[src/rtl/gate_tt_sweeper_if.sv]
`default_nettype none
// =============================================================================
// Interface : gate_tt_sweeper_if
// Host/gate-facing signal bundle of the truth-table sweeper.
// Option    : GATE_TT_SWEEPER_MISMATCH_CNT_EN adds mismatch_cnt
// Revision  : 1.0
// =============================================================================
interface gate_tt_sweeper_if;
    logic        start;
    logic        abort;
    logic [15:0] expected;
    logic [3:0]  dut_in;
    logic        dut_out;
    logic        busy;
    logic        done;
    logic        pass;
    logic [15:0] tt;
    logic [3:0]  err_idx;
`ifdef GATE_TT_SWEEPER_MISMATCH_CNT_EN
    logic [4:0]  mismatch_cnt;

    modport master (output start, abort, expected, dut_out,
                    input  dut_in, busy, done, pass, tt, err_idx, mismatch_cnt);
    modport slave  (input  start, abort, expected, dut_out,
                    output dut_in, busy, done, pass, tt, err_idx, mismatch_cnt);
`else
    modport master (output start, abort, expected, dut_out,
                    input  dut_in, busy, done, pass, tt, err_idx);
    modport slave  (input  start, abort, expected, dut_out,
                    output dut_in, busy, done, pass, tt, err_idx);
`endif
endinterface
`default_nettype wire

[src/rtl/gate_tt_sweeper.sv]
`default_nettype none
// =============================================================================
// Module   : gate_tt_sweeper
// Sweeps all 16 vectors of a 4-input gate, builds its truth table, checks it.
// Option   : GATE_TT_SWEEPER_MISMATCH_CNT_EN adds a mismatch popcount output
// Revision : 1.0
// =============================================================================
module gate_tt_sweeper #(
    parameter int SETTLE_CYCLES = 4,
    parameter int CNT_W         = 8
) (
    input wire               clk,
    input wire               rst,
    gate_tt_sweeper_if.slave sw
);

    localparam logic [CNT_W-1:0] c_SETTLE_LAST = CNT_W'(SETTLE_CYCLES - 1);
    localparam logic [CNT_W-1:0] c_CNT_ONE     = CNT_W'(1);

    typedef enum logic [1:0] {
        S_IDLE   = 2'd0,
        S_SETTLE = 2'd1,
        S_SAMPLE = 2'd2,
        S_FINISH = 2'd3
    } state_t;

    state_t           r_state;
    state_t           w_state_nxt;
    logic [CNT_W-1:0] r_cnt;
    logic [3:0]       r_idx;
    logic [3:0]       r_dut_in;
    logic [15:0]      r_exp;
    logic [15:0]      r_tt;
    logic             r_busy;
    logic             r_done;
    logic             r_pass;
    logic [3:0]       r_err_idx;
    logic             w_start_acc;
    logic             w_abort;
    logic [15:0]      w_diff;
    logic [3:0]       w_err_idx;
    logic [3:0]       w_bit_pos;

    // The done cycle is already IDLE, but a start seen there is still dropped.
    assign w_start_acc = (r_state == S_IDLE) && sw.start && !r_done;
    assign w_abort     = sw.abort && ((r_state == S_SETTLE) || (r_state == S_SAMPLE));
    assign w_diff      = r_tt ^ r_exp;
    assign w_bit_pos   = 4'd15 - r_idx;

    always_ff @(posedge clk) begin
        if (rst) begin
            r_state <= S_IDLE;
        end else begin
            r_state <= w_state_nxt;
        end
    end

    always_comb begin
        w_state_nxt = r_state;
        unique case (r_state)
            S_IDLE: begin
                if (w_start_acc) w_state_nxt = S_SETTLE;
            end
            S_SETTLE: begin
                if (w_abort)                     w_state_nxt = S_IDLE;
                else if (r_cnt == c_SETTLE_LAST) w_state_nxt = S_SAMPLE;
            end
            S_SAMPLE: begin
                if (w_abort)            w_state_nxt = S_IDLE;
                else if (r_idx == 4'hF) w_state_nxt = S_FINISH;
                else                    w_state_nxt = S_SETTLE;
            end
            S_FINISH: begin
                w_state_nxt = S_IDLE;
            end
            default: begin
                w_state_nxt = S_IDLE;
            end
        endcase
    end

    // Ascending scan: the highest differing bit is written last, i.e. the lowest input index.
    always_comb begin
        w_err_idx = 4'd0;
        for (int k = 0; k < 16; k++) begin
            if (w_diff[k[3:0]]) w_err_idx = 4'd15 - k[3:0];
        end
    end

`ifdef GATE_TT_SWEEPER_MISMATCH_CNT_EN
    logic [4:0] r_mism;
    logic [4:0] w_popcnt;

    always_comb begin
        w_popcnt = 5'd0;
        for (int k = 0; k < 16; k++) begin
            w_popcnt = w_popcnt + {4'd0, w_diff[k[3:0]]};
        end
    end

    assign sw.mismatch_cnt = r_mism;
`endif

    always_ff @(posedge clk) begin
        if (rst) begin
            r_cnt     <= '0;
            r_idx     <= 4'd0;
            r_dut_in  <= 4'd0;
            r_exp     <= 16'd0;
            r_tt      <= 16'd0;
            r_busy    <= 1'b0;
            r_done    <= 1'b0;
            r_pass    <= 1'b0;
            r_err_idx <= 4'd0;
`ifdef GATE_TT_SWEEPER_MISMATCH_CNT_EN
            r_mism    <= 5'd0;
`endif
        end else begin
            r_done <= 1'b0;
            unique case (r_state)
                S_IDLE: begin
                    if (w_start_acc) begin
                        r_exp    <= sw.expected;
                        r_tt     <= 16'd0;
                        r_idx    <= 4'd0;
                        r_dut_in <= 4'd0;
                        r_cnt    <= '0;
                        r_pass   <= 1'b0;
                        r_busy   <= 1'b1;
`ifdef GATE_TT_SWEEPER_MISMATCH_CNT_EN
                        r_mism   <= 5'd0;
`endif
                    end
                end
                S_SETTLE: begin
                    if (w_abort) begin
                        r_dut_in <= 4'd0;
                        r_busy   <= 1'b0;
                        r_pass   <= 1'b0;
                        r_cnt    <= '0;
                    end else begin
                        r_cnt <= r_cnt + c_CNT_ONE;
                    end
                end
                S_SAMPLE: begin
                    if (w_abort) begin
                        r_dut_in <= 4'd0;
                        r_busy   <= 1'b0;
                        r_pass   <= 1'b0;
                        r_cnt    <= '0;
                    end else begin
                        r_tt[w_bit_pos] <= sw.dut_out;
                        if (r_idx != 4'hF) begin
                            r_idx    <= r_idx + 4'd1;
                            r_dut_in <= r_idx + 4'd1;
                            r_cnt    <= '0;
                        end
                    end
                end
                S_FINISH: begin
                    r_done    <= 1'b1;
                    r_busy    <= 1'b0;
                    r_pass    <= (r_tt == r_exp);
                    r_err_idx <= w_err_idx;
                    r_idx     <= 4'd0;
                    r_dut_in  <= 4'd0;
`ifdef GATE_TT_SWEEPER_MISMATCH_CNT_EN
                    r_mism    <= w_popcnt;
`endif
                end
                default: begin
                    r_busy <= 1'b0;
                end
            endcase
        end
    end

    assign sw.dut_in  = r_dut_in;
    assign sw.busy    = r_busy;
    assign sw.done    = r_done;
    assign sw.pass    = r_pass;
    assign sw.tt      = r_tt;
    assign sw.err_idx = r_err_idx;

endmodule
`default_nettype wire

[src/flat_wrapper.sv]
// flat-port wrapper written by rule: the top's interface ports become plain ports
module gate_tt_sweeper_flat 
#(
    parameter int SETTLE_CYCLES = 4,
    parameter int CNT_W         = 8
)
  (clk, rst, sw_start, sw_abort, sw_expected, sw_dut_out, sw_dut_in, sw_busy, sw_done, sw_pass, sw_tt, sw_err_idx);
  gate_tt_sweeper_if sw_i ();
  input wire clk;
  input wire rst;
  input wire logic [$bits(sw_i.start)-1:0] sw_start;
  input wire logic [$bits(sw_i.abort)-1:0] sw_abort;
  input wire logic [$bits(sw_i.expected)-1:0] sw_expected;
  input wire logic [$bits(sw_i.dut_out)-1:0] sw_dut_out;
  output wire logic [$bits(sw_i.dut_in)-1:0] sw_dut_in;
  output wire logic [$bits(sw_i.busy)-1:0] sw_busy;
  output wire logic [$bits(sw_i.done)-1:0] sw_done;
  output wire logic [$bits(sw_i.pass)-1:0] sw_pass;
  output wire logic [$bits(sw_i.tt)-1:0] sw_tt;
  output wire logic [$bits(sw_i.err_idx)-1:0] sw_err_idx;
  assign sw_i.start = sw_start;
  assign sw_i.abort = sw_abort;
  assign sw_i.expected = sw_expected;
  assign sw_i.dut_out = sw_dut_out;
  assign sw_dut_in = sw_i.dut_in;
  assign sw_busy = sw_i.busy;
  assign sw_done = sw_i.done;
  assign sw_pass = sw_i.pass;
  assign sw_tt = sw_i.tt;
  assign sw_err_idx = sw_i.err_idx;
  gate_tt_sweeper #(.SETTLE_CYCLES(SETTLE_CYCLES), .CNT_W(CNT_W)) u_core (.clk(clk), .rst(rst), .sw(sw_i));
endmodule
[config.mk]
export PLATFORM = sky130hd
export DESIGN_NAME = gate_tt_sweeper_flat
export DESIGN_NICKNAME = d
export VERILOG_FILES = /design/src/rtl/gate_tt_sweeper_if.sv /design/src/rtl/gate_tt_sweeper.sv /design/src/flat_wrapper.sv
export SDC_FILE = /design/constraint.sdc
export NUM_CORES = 1
export LEC_CHECK = 0
export ABC_CLOCK_PERIOD_IN_PS = 2750
export BUFFER_PORTS_ARGS = -buffer_cell sky130_fd_sc_hd__buf_2
export CORE_MARGIN = 1.5
export CORE_UTILIZATION = 48
export CTS_CLUSTER_SIZE = 8
export DETAILED_ROUTE_END_ITERATION = 10
export GPL_ROUTABILITY_DRIVEN = 0
export PLACE_DENSITY = 0.77
export SETUP_SLACK_MARGIN = 0.3
export SYNTH_ARGS = -nofsm -noshare
export SYNTH_HDL_FRONTEND = slang
export SYNTH_SLANG_ARGS = --single-unit
[constraint.sdc]
create_clock -name clk -period 2.75 [get_ports clk]
set_clock_uncertainty 0.1 [all_clocks]
set_input_delay 0.1375 -clock clk [delete_from_list [all_inputs] [get_ports clk]]
set_output_delay 0.1375 -clock clk [all_outputs]
set_load 0.02 [all_outputs]
# [Word-level counts from Yosys, hierarchy flattened]
# Index checks and enable logic that the tools add are counted.
[classes] addsub=3 multipliers=0 div=0 order_cmp=2 n_eq_ne=14 n_shift=0 n_mux=46 n_bitwise=1 reduce_logical=18
[op_table] op="4-bit two-way mux" n=21
[op_table] op="16-bit two-way mux" n=2
[op_table] op="8-bit two-way mux" n=4
[op_table] op="16-bit case mux with 2 select lines" n=1
[op_table] op="8-bit case mux with 3 select lines" n=1
[op_table] op="16-bit bitwise mux" n=1
[op_table] op="16-bit equality test" n=1
[op_table] op="4-bit case mux with 4 select lines" n=1
[op_table] op="16-bit XOR" n=1
[op_table] op="4-bit case mux with 3 select lines" n=1
[op_table] op="2-bit two-way mux" n=5
[op_table] op="3-bit AND reduction" n=3
[op_table] op="8-bit by 1-bit adder with 8-bit output (second input constant)" n=1
[op_table] op="8-bit by 2-bit equality test with 1-bit output (second input constant)" n=1
[op_table] op="2-bit case mux with 4 select lines" n=1
[op_table] op="2-bit by 1-bit inequality test with 1-bit output (second input constant)" n=3
[op_table] op="3-bit by 2-bit inequality test with 1-bit output (second input constant)" n=2
[op_table] op="1-bit case mux with 3 select lines" n=2
[op_table] op="2-bit AND reduction" n=3
[op_table] op="3-bit nonzero test" n=2
[op_table] op="4-bit by 5-bit less-than comparator with 1-bit output (second input constant)" n=1
[op_table] op="1-bit two-way mux" n=5
[op_table] op="4-bit by 1-bit adder with 4-bit output (second input constant)" n=1
[op_table] op="1-bit demux with 4-bit select" n=1
[op_table] op="14 further kinds" n=19
[totals] regBits=57 latchBits=0 mem_bits_rw=0 rom_bits=0 in_bits=21 output_inout_bits=27 elab_cells=94 mem_count=0

# [Logic depth before layout (Yosys ltp)]
[logic_depth] ltp_word=17 mapped_depth=8 depth_no_buf=6

# [Worst setup path after synthesis]
# OpenSTA, ideal clock, no wires.
[synth_path] path_type="reg2reg" start="reg u_core.r_state[0]" end="reg u_core.r_state[0]" setup_ns=0.122 t_arrival_ns=1.692 required_time_ns=2.528 setup_slack_ns=0.836 stages_incl_launch_ff=7 path_buffers=0 period_less_slack_ns=1.914 path_cell_list="dfxtp_1 > inv_1 > ha_1 > a21boi_0 > a21boi_0 > o21ai_0 > o311a_1"
[synth_via] elab_chain_cells=5 word_cells_on_any_way=14 cone_classes="eq/ne (5); mux (3); reduce/logical (6)"
[synth_lines] item="start, declared" line="gate_tt_sweeper.sv:27" rtl="state_t r_state;"
[synth_lines] item="start signal, assigned" line="gate_tt_sweeper.sv:54" rtl="r_state <= w_state_nxt;"
[synth_lines] item="2-bit by 1-bit equality test with 1-bit output, or another cell as far along" line="gate_tt_sweeper.sv:46, gate_tt_sweeper.sv:60"
[synth_lines] item="1-bit logical OR / 1-bit logical AND (equally long branches)" line="gate_tt_sweeper.sv:46, gate_tt_sweeper.sv:45"
[synth_lines] item="1-bit logical AND (on tied branches)" line="gate_tt_sweeper.sv:46, gate_tt_sweeper.sv:45"
[synth_lines] item="2-bit two-way mux, or another cell as far along" line="gate_tt_sweeper.sv:69" rtl="if (w_abort) w_state_nxt = S_IDLE;"
[synth_lines] item="2-bit case mux with 4 select lines / 2-bit AND reduction (equally long branches)"
# Several ways; a longest one is shown, not always the timed one.
# A chain may end at the register's enable or synchronous reset.

# [Worst setup path after layout]
[layout_path] start="reg u_core.r_state[0]" end="reg u_core.r_cnt[6]"
[layout_via] elab_chain_cells=5 word_cells_on_any_way=14 cone_classes="eq/ne (4); mux (3); reduce/logical (7)"
[layout_lines] item="2-bit by 1-bit equality test with 1-bit output, or another cell as far along" line="gate_tt_sweeper.sv:46, gate_tt_sweeper.sv:120"
[layout_lines] item="1-bit logical OR / 1-bit logical AND (equally long branches)" line="gate_tt_sweeper.sv:46, gate_tt_sweeper.sv:45"
[layout_lines] item="1-bit logical AND (on tied branches)" line="gate_tt_sweeper.sv:46, gate_tt_sweeper.sv:45"
[layout_lines] item="3-bit by 2-bit inequality test with 1-bit output (no source line), or another cell as far along"
[layout_lines] item="3-bit AND reduction (no source line) / 8-bit case mux with 3 select lines (equally long branches)"
[layout_lines] item="end signal, assigned" line="gate_tt_sweeper.sv:142" rtl="r_cnt <= r_cnt + c_CNT_ONE;"
[layout_lines] item="end, declared" line="gate_tt_sweeper.sv:29" rtl="logic [CNT_W-1:0] r_cnt;"
# Several ways; a longest one is shown, not always the timed one.

==> impl.org <==
** Timing
- Worst setup slack after layout :: 0.516 ns
- Setup violations remaining at the end of the flow were counted as 0.
- Accumulated negative setup slack :: 0 ns
- Least-Margin Pin Slew :: roughly 0.68 ns
- In the finished design, the share of the clock period the worst path needs comes to approximately four fifths.
- Derived from the worst setup path, the maximum achievable clock frequency is 448 MHz.
- Measured against its own limit, the worst slew margin works out to 54.3%.
- Clock period minus worst slack :: 2.23 ns
- Setup repair after global routing missed its margin :: false
- Hold Vio Cnt, Final :: 0
- Total count of max-transition violations in the final report :: 0

** Die
- Die Y-Extent :: 82.0 µm
- Row cnt :: 28
- The die covers 6730 µm².
- In this run the count of I/O pins placed on the die edge is 48.
- Starting Density :: 50.0%
- Area inside the core boundary :: 5990 µm²
- Measured along the x axis, the die boundary spans 82.0 µm.

** Synthesis
- Sequential area share after synthesis :: 38.1%
- After synthesis, the mean cell area works out to 8.28 µm².
- The mapped netlist covers 3000 µm².
- Synthesis handed over a netlist of 362 instances.
- Of all flip-flops after synthesis, the portion carrying an async set or reset was 0%.
- Post-synth top flop :: sky130_fd_sc_hd__dfxtp_1
- Counting flops with a built-in enable in the synthesized netlist gives 0.
- Synthesis instantiated 59 different standard cells from the library.
- Net count of the mapped netlist :: about 390
- Synthesis Warnings :: 0
- FF+latch count, synth :: 57

** GRT
- The via count of the first global-routing pass is about 2.7k.
- Global routing consumed, over all layers together, 23.9% of the routing resources.
- Entering global routing, the biggest net connects 29 pins.
- Global routing finished with a remaining overflow of 0.
- Number of antenna violations at the first check in global routing :: 0
- Global routing used 5.33% of the available met3 tracks.
- M2 GR Usage :: 39.3%
- For this run, global-route usage on met1 was measured as 29.4%.
- Global-route wire length before repair :: ~12 mm
- Busiest grt layer :: met2

** Placement
- Summing all placed instances gives a cell area of 3240 µm².
- The HPWL after detailed placement is 5.19 mm.
- In this run the tool buffered the top-level ports with 47 buffer cells.
- Setup WS pre-CTS :: 0.451 ns

** Power
- The analysis attributes to cell leakage a power of between 1 and 1.5 nW.
- Power Density :: 709 nW/µm²
- VDD sags by at most 0.493 mV.
- Proportion of power drawn by flip-flops and latches :: a little under two fifths
- Proportion of total power due to net switching :: between 30% and 40%
- Combinational logic is responsible for 33.4% of the overall power.
- For this design the total switching power over the nets is between 0.9 and 1 mW.
- In this run, the clock network consumes 29.5% of the power.
- Internal Dissipation :: approximately 1.6 mW

** Drt
- Dividing the detail-routed wire length by the instance count gives 15.2 µm.
- Using the TritonRoute via totals, the vias-per-cell ratio works out to 5.68.
- The detail route stage leaves a number of antenna-violating nets equal to 0.
- Number of vias after detailed routing :: 2824
- After detailed routing, the number of remaining DRC violations is 0.
- Wire length reported by the detailed router :: around 7.5 mm
- Before antenna repair, the detailed router went through 4 iterations.
- Iter 0 DRT Violations :: approximately 200

** Clock network
- In this run the deepest clock path goes through 2 buffers.
- Counting every sink on the clock net gives 57.
- Number of clock buffers inserted by TritonCTS :: 9
- For the worst-skew pair, the clock arrives at the later sink with an insertion delay of 0.33 ns.
- H-Tree Level Count :: 3
- Clock tree from TritonCTS :: done
- In this run the post-CTS setup repair buffer count came out at 0.
- The tree is rooted in a sky130_fd_sc_hd__clkbuf_8.
- Worst-path clk slew :: around 0.060 ns

** Status
- Result of the run :: complete, no violations

** Worst setup path
- STA classifies the critical path startpoint as a flip-flop.
- Counting cells, the worst reg-to-reg path comes to 6.
- The worst setup path is captured at a flip-flop.
- Required time at the worst-slack endpoint :: 2.92 ns
- Arrival time at the worst endpoint :: 2.40 ns
- The startpoint identified for the worst register-to-register timing path is u_core.r_state[0].
- Category of the critical setup timing path :: reg2reg
- In this run the worst setup path begins at u_core.r_state[0].
- Along the worst path, the maximum fanout reaches 15.

** Finish
- Area Growth Syn to Fin :: 19.7%
- Post-layout instance area :: 3590 µm²
- Cells with a size suffix above 1 make up 16.8% of the layout.
- Layout Nets :: 449
- Count of filler cells inserted in the layout :: 529
- 0 antenna diodes ended up in the layout.

** Run
- Max-cap violations in this run came to 0.

** Hold path
- Start point of the worst hold path :: sw_abort
- The worst hold path passes through 3 cells.
- The path class of the tightest hold or removal check is in2reg.
==> cell families (layout without fill, tap and decap cells) <==
family	count (synthesis)	in the layout	share of synthesized area, %
XOR/XNOR	21	21	6.14
AND/OR/NAND/NOR	125	125	21.3
AO/OA/AOI/OAI	120	120	25.6
flip-flops	57	57	38.1
adder cells (fa/ha/maj)	9	9	3.76
multiplexers	1	1	0.334
buffers and inverters	29	89	4.72
==> cell usage in the layout (no fill, tap or decap), types with 3 or more instances in the layout <==
master and n:
sky130_fd_sc_hd__dfxtp_1 57, sky130_fd_sc_hd__a21oi_1 53, sky130_fd_sc_hd__nand2_1 48, sky130_fd_sc_hd__buf_2 47, sky130_fd_sc_hd__nand3_1 28, sky130_fd_sc_hd__o21ai_0 24, sky130_fd_sc_hd__a21boi_0 16, sky130_fd_sc_hd__dlygate4sd3_1 16
sky130_fd_sc_hd__xnor2_1 15, sky130_fd_sc_hd__clkbuf_8 10, sky130_fd_sc_hd__ha_1 9, sky130_fd_sc_hd__inv_1 8, sky130_fd_sc_hd__nor2b_1 7, sky130_fd_sc_hd__xor2_1 6, sky130_fd_sc_hd__nand2b_1 5, sky130_fd_sc_hd__nor2_1 5
sky130_fd_sc_hd__and2_1 4, sky130_fd_sc_hd__nand4_1 4, sky130_fd_sc_hd__or3_1 4, sky130_fd_sc_hd__buf_4 4, sky130_fd_sc_hd__nand4b_1 3, sky130_fd_sc_hd__o31ai_1 3, sky130_fd_sc_hd__or4_1 3, sky130_fd_sc_hd__clkinv_2 3
==> power by group through the flow <==
stage,combinational (mW),sequential [mW],clock [mW]
floorplan,0.636,0.959,0
global placement,0.794,0.956,0
detailed placement,0.814,0.961,0
CTS,0.837,0.943,0.760
global route,0.936,0.951,0.790
finish,0.850,0.945,0.749
==> cell type report <==
cell class	count	area, µm²	area share, %
multi-input combinational	276	1710	47.8
sequential	57	1140	31.8
timing repair buffer	67	425	11.9
clock buffer	10	138	3.84
tap	75	93.8	2.62
clock inverter	4	45.0	1.26
inverter	8	30.0	0.837
==> worst max-delay path: stages, from the launching register on <==
cell,delay (ns)
sky130_fd_sc_hd__dfxtp_1,0.33
sky130_fd_sc_hd__inv_1,0.10
sky130_fd_sc_hd__ha_1,0.24
sky130_fd_sc_hd__and3b_1,0.50
sky130_fd_sc_hd__o22ai_4,0.21
sky130_fd_sc_hd__or4_1,0.53
sky130_fd_sc_hd__a21oi_1,0.15
==> cells in the mapped netlist (all sizes together), types with 2 or more instances <==
cell | count | area share, %
nand4 | 4 | 0.83
nand2b | 5 | 1.0
a21oi | 53 | 8.9
nand2 | 48 | 6.0
nor3 | 2 | 0.33
or3 | 4 | 0.83
inv | 8 | 1.0
ha | 9 | 3.8
xnor2 | 15 | 4.4
nand4b | 3 | 0.88
nor2 | 5 | 0.63
xor2 | 6 | 1.8
nor2b | 7 | 1.5
a21o | 2 | 0.50
dfxtp | 57 | 38
a21boi | 18 | 4.5
and2 | 5 | 1.0
nand3b | 2 | 0.50
o31ai | 3 | 0.75
or4 | 3 | 0.75
a221oi | 3 | 1.1
clkbuf | 11 | 1.4
o21ai | 24 | 4.0
buf | 10 | 2.3
nand3 | 28 | 4.7
a211oi | 2 | 0.92
==> per-layer routing <==
layer / up-vias / part of all wire, % / routed length (µm)
met5: - / 0 / 0
met4: 0 / 1.8 / 136
met3: 12 / 4.7 / 356
met2: 59 / 48 / 3590
met1: 1343 / 46 / 3460
li1: 1410 / - / -
==> flip-flops by register name, summed over array words and instances (netlist names) <==
| signal | cells |
|---|---|
| u_core.sw.busy | 1 |
| u_core.r_idx | 4 |
| u_core.sw.pass | 1 |
| u_core.sw.done | 1 |
| u_core.sw.err_idx | 4 |
| u_core.r_cnt | 8 |
| u_core.sw.tt | 16 |
| u_core.sw.dut_in | 4 |
| u_core.r_state | 2 |
| u_core.r_exp | 16 |
==> through the flow <==
stage | cells | total power [mW] | hold WS [ns] | utilization [%]
floorplan | 362 | 1.59 | 0.173 | -
global placement | 467 | 1.75 | 0.279 | 54.2
detailed placement | 467 | 1.77 | 0.283 | 54.2
CTS | 497 | 2.54 | 0.145 | 59.9
global route | 497 | 2.68 | 0.161 | 59.9
finish | 497 | 2.54 | 0.142 | 59.9
==> final timing paths <==
| kind | end | slack [ns] |
|---|---|---|
| worst min register to register | u_core.sw.dut_in[3] | 0.37 |
| worst max-delay path | u_core.r_cnt[6] | 0.52 |
| worst min-delay path | u_core.r_state[0] | 0.14 |
| worst max register to register | u_core.r_cnt[6] | 0.52 |
==> what timing repair did <==
item                                   in CTS  in global routing
setup endpoints to repair                   0                  2
gates resized for setup                     0                  1
endpoints found under the hold margin      16                  0
hold buffers                               16                  0
Power figures use the tool's default switching activity.
